===== src/rtl/audio_window_stats.sv =====
// Streaming per-channel min / max / peak-to-peak over windows of WIN_LEN interleaved samples.
// After each window one record per channel is drained in channel order; one-shot or continuous.
module audio_window_stats #(
    parameter int DATA_W  = 32,
    parameter int NUM_CH  = 2,
    parameter int WIN_LEN = 100,
    localparam int CH_W   = (NUM_CH > 1) ? $clog2(NUM_CH) : 1
) (
    input  logic              clk,
    input  logic              reset,
    input  logic              start,
    input  logic              continuous,
    input  logic              s_valid,
    output logic              s_ready,
    input  logic [DATA_W-1:0] s_data,
    output logic              m_valid,
    input  logic              m_ready,
    output logic [CH_W-1:0]   m_ch,
    output logic [DATA_W-1:0] m_max,
    output logic [DATA_W-1:0] m_min,
    output logic [DATA_W:0]   m_p2p,
    output logic              busy,
    output logic              done
);
    localparam int CNT_W = (WIN_LEN > 1) ? $clog2(WIN_LEN) : 1;

    typedef enum logic [1:0] {
        S_IDLE,
        S_ACCUM,
        S_DRAIN
    } state_t;

    state_t                   r_state;
    state_t                   w_state_nxt;
    logic [CH_W-1:0]          r_ch;
    logic [CNT_W-1:0]         r_cnt;
    logic                     r_done;
    logic signed [DATA_W-1:0] r_min [NUM_CH];
    logic signed [DATA_W-1:0] r_max [NUM_CH];

    logic w_in_hs;
    logic w_out_hs;
    logic w_last_ch;
    logic w_last_cnt;

    assign w_in_hs    = (r_state == S_ACCUM) && s_valid;
    assign w_out_hs   = (r_state == S_DRAIN) && m_ready;
    assign w_last_ch  = (r_ch == CH_W'(NUM_CH - 1));
    assign w_last_cnt = (r_cnt == CNT_W'(WIN_LEN - 1));

    // NOTE: sequential state uses non-blocking (<=) so every register samples pre-edge values.
    always_ff @(posedge clk) begin
        if (reset) begin
            r_state <= S_IDLE;
        end else begin
            r_state <= w_state_nxt;
        end
    end

    // NOTE: every combinational output gets a default first, so no path can infer a latch.
    always_comb begin
        w_state_nxt = r_state;
        s_ready     = 1'b0;
        m_valid     = 1'b0;
        case (r_state)
            S_IDLE: begin
                if (start) w_state_nxt = S_ACCUM;
            end
            S_ACCUM: begin
                s_ready = 1'b1;
                if (w_in_hs && w_last_ch && w_last_cnt) w_state_nxt = S_DRAIN;
            end
            S_DRAIN: begin
                m_valid = 1'b1;
                if (w_out_hs && w_last_ch) w_state_nxt = continuous ? S_ACCUM : S_IDLE;
            end
            default: w_state_nxt = S_IDLE;
        endcase
    end

    // Channel index walks samples in ACCUM and records in DRAIN; sample count advances on channel wrap.
    always_ff @(posedge clk) begin
        if (reset) begin
            r_ch   <= '0;
            r_cnt  <= '0;
            r_done <= 1'b0;
        end else begin
            r_done <= w_out_hs && w_last_ch;
            case (r_state)
                S_ACCUM: begin
                    if (w_in_hs) begin
                        if (w_last_ch) begin
                            r_ch  <= '0;
                            r_cnt <= w_last_cnt ? '0 : r_cnt + 1'b1;
                        end else begin
                            r_ch <= r_ch + 1'b1;
                        end
                    end
                end
                S_DRAIN: begin
                    r_cnt <= '0;
                    if (w_out_hs) r_ch <= w_last_ch ? '0 : r_ch + 1'b1;
                end
                default: begin
                    r_ch  <= '0;
                    r_cnt <= '0;
                end
            endcase
        end
    end

    // NOTE: the min/max storage is deliberately not reset; the first sample of each window
    // overwrites it and outputs are gated to DRAIN, so stale contents are never visible.
    always_ff @(posedge clk) begin
        if (!reset && w_in_hs) begin
            if (r_cnt == '0) begin
                r_min[r_ch] <= $signed(s_data);
                r_max[r_ch] <= $signed(s_data);
            end else begin
                if ($signed(s_data) < r_min[r_ch]) r_min[r_ch] <= $signed(s_data);
                if ($signed(s_data) > r_max[r_ch]) r_max[r_ch] <= $signed(s_data);
            end
        end
    end

    // Peak-to-peak is taken on sign-extended operands, one bit wider, so it can never wrap.
    always_comb begin
        m_ch  = '0;
        m_max = '0;
        m_min = '0;
        m_p2p = '0;
        if (r_state == S_DRAIN) begin
            m_ch  = r_ch;
            m_max = r_max[r_ch];
            m_min = r_min[r_ch];
            m_p2p = {r_max[r_ch][DATA_W-1], r_max[r_ch]} - {r_min[r_ch][DATA_W-1], r_min[r_ch]};
        end
    end

    assign busy = (r_state != S_IDLE);
    assign done = r_done;

endmodule


===== config.mk =====
export PLATFORM = sky130hd
export DESIGN_NAME = audio_window_stats
export DESIGN_NICKNAME = d
export VERILOG_FILES = /design/src/rtl/audio_window_stats.sv
export SDC_FILE = /design/constraint.sdc
export NUM_CORES = 1
export LEC_CHECK = 0
export BUFFER_PORTS_ARGS = -buffer_cell sky130_fd_sc_hd__buf_2
export CAP_MARGIN = 20
export CELL_PAD_IN_SITES_DETAIL_PLACEMENT = 1
export CELL_PAD_IN_SITES_GLOBAL_PLACEMENT = 1
export CORE_MARGIN = 1.5
export CORE_UTILIZATION = 45
export DETAILED_ROUTE_END_ITERATION = 12
export PLACE_DENSITY = 0.84
export SYNTH_ARGS = -nofsm -noshare
export SYNTH_HDL_FRONTEND = slang
export SYNTH_SLANG_ARGS = --single-unit
export TNS_END_PERCENT = 5

===== constraint.sdc =====
create_clock -name clk -period 11.1 [get_ports clk]
set_clock_uncertainty 0.15 [all_clocks]
set_input_delay 1.665 -clock clk [delete_from_list [all_inputs] [get_ports clk]]
set_output_delay 1.665 -clock clk [all_outputs]
set_load 0.01 [all_outputs]

# After elaboration in Yosys (flattened, before gate mapping)
# Memory sizes are Yosys's and may differ from the RTL's. A register that Yosys moved wholly into a read port is not among the register bits.
# Cells that the tools add are included.
dict set report word_totals {
  regBits 11
  mem_bits_rw 128
  in_bits 38
  output_inout_bits 102
  mem_count 2
}
dict set report classes {
  add_sub_neg 3
  magnitude_cmp 2
  n_eq_ne 8
  mux 33
  n_bitwise 3
  n_reduce_logical 14
}
# name words word_bits read_ports rd_clocked_by_memory_dff write_ports line_no
set memory_table {}
lappend memory_table {r_max 2 32 1 1 1 39} ;# logic signed [DATA_W-1:0] r_max [NUM_CH];
lappend memory_table {r_min 2 32 1 1 1 38} ;# logic signed [DATA_W-1:0] r_min [NUM_CH];
# operator count
set ops {}
lappend ops {{two-way mux 32 bit} 4}
lappend ops {{two-way mux 33 bit} 1}
lappend ops {{subtractor 32 x 32 -> 33 bit} 1}
lappend ops {{> comparator 32 bit} 1}
lappend ops {{less-than comparator 32 bit} 1}
lappend ops {{two-way mux 1 bit} 22}
lappend ops {{adder 7 x 1 -> 7 bit, second input constant} 1}
lappend ops {{== test 7 bit, second input constant} 1}
lappend ops {{zero test 7 bit} 1}
lappend ops {{two-way mux 7 bit} 1}
lappend ops {{logical AND 1 bit} 6}
lappend ops {{two-way mux 2 bit} 3}
lappend ops {{inequality test 2 bit, second input constant} 3}
lappend ops {{one-hot mux 2 bit (3 select lines)} 1}
lappend ops {{inequality test 2 x 1 -> 1 bit, second input constant} 2}
lappend ops {{AND reduction 2 bit} 2}
lappend ops {{AND reduction 3 bit} 1}
lappend ops {{== test 2 x 1 -> 1 bit, second input constant} 1}
lappend ops {{== test 2 bit, second input constant} 1}
lappend ops {{zero test 2 bit} 1}
lappend ops {{OR 1 bit} 2}
lappend ops {{one-hot mux 1 bit (2 select lines)} 1}
lappend ops {{nonzero test 2 bit} 1}
lappend ops {{OR reduction 2 bit} 1}
lappend ops {{3 further kinds} 3}

# Logic depth before layout (Yosys ltp)
dict set report depth {
  depth_word 6
  ltp_mapped 13
  ltp_nobuf 12
}

# Worst setup path after synthesis
# OpenSTA, ideal clock, no wires.
dict set report synth_timing {
  path_kind {in2reg}
  from {input port s_data[9]}
  to {memory r_max[1][0] (enable)}
  arrival_ns 5.062
  t_required_ns 10.480
  path_slack_ns 5.418
  cell_stages 6
  n_path_buf 0
  path_cell_list {ha_1 -> nand3_1 -> nor4_1 -> a211o_1 -> nand3_1 -> a21boi_0}
}
dict set report synth_via {
  elab_chain_len 6
}
# item line_no
set synth_rtl {}
lappend synth_rtl {{start: declaration} 15} ;# input logic [DATA_W-1:0] s_data,
lappend synth_rtl {{> comparator 32 bit} 121} ;# if ($signed(s_data) > r_max[r_ch]) r_max[r_ch] <= $signed(s_data);
lappend synth_rtl {{two-way mux 1 bit} 121}
lappend synth_rtl {{two-way mux 1 bit} 116} ;# if (r_cnt == '0) begin
lappend synth_rtl {{two-way mux 1 bit} 115} ;# if (!reset && w_in_hs) begin
lappend synth_rtl {{two-way mux 1 bit (implied by the code)} 121}
lappend synth_rtl {{OR 1 bit (no source line)} --}
lappend synth_rtl {{end: declaration} 39}
# No other way between the ends.

==> results.sh <==
export IMPL_path_class="reg -> out"
export IMPL_yosys_area_top_type="edfxtp_1"
export IMPL_gp_congestion=0.8943
export IMPL_synth_simple_area_share_pct=12.61
export IMPL_first_pass_iters=5
export IMPL_setup_viol=0
export IMPL_min_to="r_state[0]"
export IMPL_setup_tns_final_ps=0
export IMPL_clock_sinks=140
export IMPL_cts_buffers=17
export IMPL_postCtsSetupRepairBufs=0
export IMPL_grt_max_degree=62
export IMPL_synth_fp_nets=973
export IMPL_synth_edff_count=128
export IMPL_critPathLaunchType="flop"
export IMPL_drc=0
export IMPL_hold_viol_final=0
export IMPL_wl_per_cell_um=21.07
export IMPL_synth_xor_area_share_pct=2.166
export IMPL_crit_family="compound AO/OA/AOI/OAI gates"
export IMPL_hold_class="reg -> reg"
export IMPL_synth_top_family_by_area="adder cells"
export IMPL_p_per_area_nw_per_um2=245.5
export IMPL_relSlewSlack_pct=46.82
export IMPL_worstMarginPinSlew_ps=790.4
export IMPL_die_area_sq_um=20620
export IMPL_n_fill_cell=2189
export IMPL_grt_ovfl_total=0
export IMPL_cp_arrival_ps=4970
export IMPL_rsz0062_at_grt="no"
export IMPL_ys_seq_elements=140
export IMPL_synth_adder_area_share_pct=14.43
export IMPL_core_region_area_sq_um=19400
export IMPL_ir_drop_mv=0.1201
export IMPL_grt_pass1_vias=7696
export IMPL_rr_endpoint="r_min[1][24]"
export IMPL_drv_slew=0
export IMPL_initial_utilization_pct=45.87
export IMPL_synth_top_area_share_pct=43.20
export IMPL_cts_resized=0
export IMPL_grtUsageTotal_pct=26.57
export IMPL_htreeDepth=4
export IMPL_async_reset_ff_share_pct=0
export IMPL_hold_path_depth=2
export IMPL_drive_above_1_share_pct=18.84
export IMPL_preCtsSetupSlack_ps=4894
export IMPL_syn_inst=833
export IMPL_grt_pass1_wl_um=41370
export IMPL_r2r_setup_slack_ps=6330
export IMPL_dieWidth_um=143.6
export IMPL_fmax_mhz=147.4
export IMPL_critPathMaxStageDelay_ps=690
export IMPL_ys_warnings_count=0
export IMPL_holdWs_ps=364.7
export IMPL_setup_slack_ps=4315
export IMPL_drt_iter0_markers=513
export IMPL_synth_compound_area_share_pct=13.09
export IMPL_hp_start="r_state[0]"
export IMPL_fin_crit_ps=6785
export IMPL_num_rows=51
export IMPL_antenna_found_initial=1
export IMPL_critPathBufInv=3
export IMPL_cts_root_buf="clkbuf_16"
export IMPL_clk_path_buf_depth=2
export IMPL_io_buffer_count=139
export IMPL_path_cells="buf_4 -> mux2i_1 -> ha_1 -> inv_1 -> fa_1 -> a21o_1 -> a221oi_2 -> o21ai_0 -> nand3_1 -> o211ai_2 -> a21oi_1 -> o311ai_0 -> buf_2"
export IMPL_synth_seq_area_share_pct=45.90
export IMPL_via_count=7255
export IMPL_cts_hold_buf=0
export IMPL_synthMuxAreaShare_pct=8.438
export IMPL_crit_slowest_cell="buf_4"
export IMPL_yosys_cell_types_count=61
export IMPL_clk_pin_slew_worst_paths_ps=60
export IMPL_status="completed"
export IMPL_syn_to_final_growth_pct=18.41
export IMPL_post_dp_hpwl_um=18820
export IMPL_reg2reg_depth=11
export IMPL_die_h_um=143.6
export IMPL_final_antenna_net_count=0
export IMPL_netlist_top_cells_area="edfxtp_1, ha_1, mux2i_1"
export IMPL_crit_path_end_kind="primary output"
export IMPL_synth_area_sq_um=8897
export IMPL_finalCritPeriodShare_pct=61.13
export IMPL_cts_tree="done"
export IMPL_ios=140
export IMPL_avgViaCountPerCell=5.785
export IMPL_cp_num_cells=13
export IMPL_clock_latency_ps=440
export IMPL_crit_required_ps=9290
export IMPL_syn_avg_cell_area_sq_um=10.68
export IMPL_cp_max_fo=40
export IMPL_p_leak_nw=4.498
export IMPL_cap_violations=0
export IMPL_wl_um=26420
export IMPL_synth_flop_cell="edfxtp_1"
export IMPL_nets=1114
## sequential cells by signal (all words and copies together) (netlist names), named ones only
name	flops
r_ch	1
r_min	64
r_cnt	7
r_state	2
r_max	64
done	1
## placed cells by master, fill, tap and decap left out, types with 3 or more instances in the layout
cell type / instances
a221oi_1: 3
bufinv_16: 3
nand2_1: 45
a31oi_1: 4
nand2b_1: 9
o211ai_1: 7
ha_1: 101
a21oi_1: 42
and2_1: 5
nand3_1: 26
clkinvlp_4: 3
a211oi_1: 7
o21ai_0: 27
buf_4: 5
nor2_1: 112
clkinv_1: 6
a21o_1: 34
inv_1: 54
xnor2_1: 11
o22ai_1: 5
and4_1: 3
o21bai_1: 4
nor3_1: 7
xor2_1: 11
nand4_1: 17
o21a_1: 9
or3_1: 3
clkbuf_16: 17
edfxtp_1: 128
and3_1: 7
mux2i_1: 75
dfxtp_1: 11
nor2b_1: 4
buf_2: 139
## power by group
group | switching [mW] | internal (mW) | total [mW] | leakage (nW)
logic | 0.839 | 0.507 | 1.35 | 2.97
registers | 0.0392 | 0.632 | 0.671 | 1.26
clock network | 0.222 | 0.347 | 0.569 | 0.274
total | 1.10 | 1.49 | 2.59 | 4.50
## through the flow
step / power [mW] / area (sq um) / std cells / util (%)
6_report: 2.586 / 10540 / 1254 / 54.31
5_1_grt: 2.738 / 10530 / 1252 / 54.28
4_1_cts: 2.576 / 10490 / 1250 / 54.08
3_5_place_dp: 1.985 / 9911 / 1218 / 51.09
3_3_place_gp: 1.936 / 9911 / 1218 / 51.09
2_1_floorplan: 1.597 / 8897 / 833 / -
## kinds of logic after synthesis
family | count (synthesis)
AOI/OAI and AO/OA | 169
xor gates and xnor gates | 22
adders and majority gates | 102
buffers and inverters | 79
DFF | 140
muxes | 75
and+or+nand+nor | 246
## cells in the mapped netlist (9+ instances only)
| library cell | instances |
|---|---|
| edfxtp_1 | 128 |
| nor2_1 | 113 |
| ha_1 | 101 |
| mux2i_1 | 75 |
| inv_1 | 55 |
| nand2_1 | 45 |
| a21oi_1 | 43 |
| a21o_1 | 34 |
| o21ai_0 | 27 |
| nand3_1 | 26 |
| clkbuf_1 | 18 |
| nand4_1 | 17 |
| dfxtp_1 | 12 |
| xnor2_1 | 11 |
| xor2_1 | 11 |
| nand2b_1 | 9 |
| o21a_1 | 9 |
## tightest hold or removal path, delay by kind of cell, from the launching register on
family	cells	cell delay, ps
DFF	1	330
and+or+nand+nor	1	70
AOI/OAI and AO/OA	1	60
## cell type report
cell class                      instances  area (sq um)  share of cell area (%)
Clock buffer                           17         425.4                   4.038
Antenna cell                            2         5.005                 0.04751
Sequential cell                       140          4088                   38.80
Tap cell                              265         331.6                   3.147
Timing Repair Buffer                  146         773.2                   7.340
Clock inverter                         15         153.9                   1.461
Multi-Input combinational cell        614          4552                   43.21
Inverter                               55         206.4                   1.960
## layer usage
metal  wire (um)  GRT usage (%)  share of wire [%]
met5           0              0                  0
met4         710          11.60                2.7
met3        1178          4.732                4.5
met2       13150          45.60                 50
met1       11380          32.74                 43
## worst max-delay path by stage
| stage | slack [ps] | startpoint | endpoint |
|---|---|---|---|
| floorplan | 5420 | s_data[9] | r_max[1][0] |
| global placement | 5040 | flop | m_p2p[28] |
| detailed placement | 4890 | flop | m_p2p[28] |
| CTS | 4340 | flop | m_p2p[30] |
| global route | 4050 | flop | m_p2p[28] |
| finish | 4320 | flop | m_p2p[30] |
(Power assumes the default switching activity.)
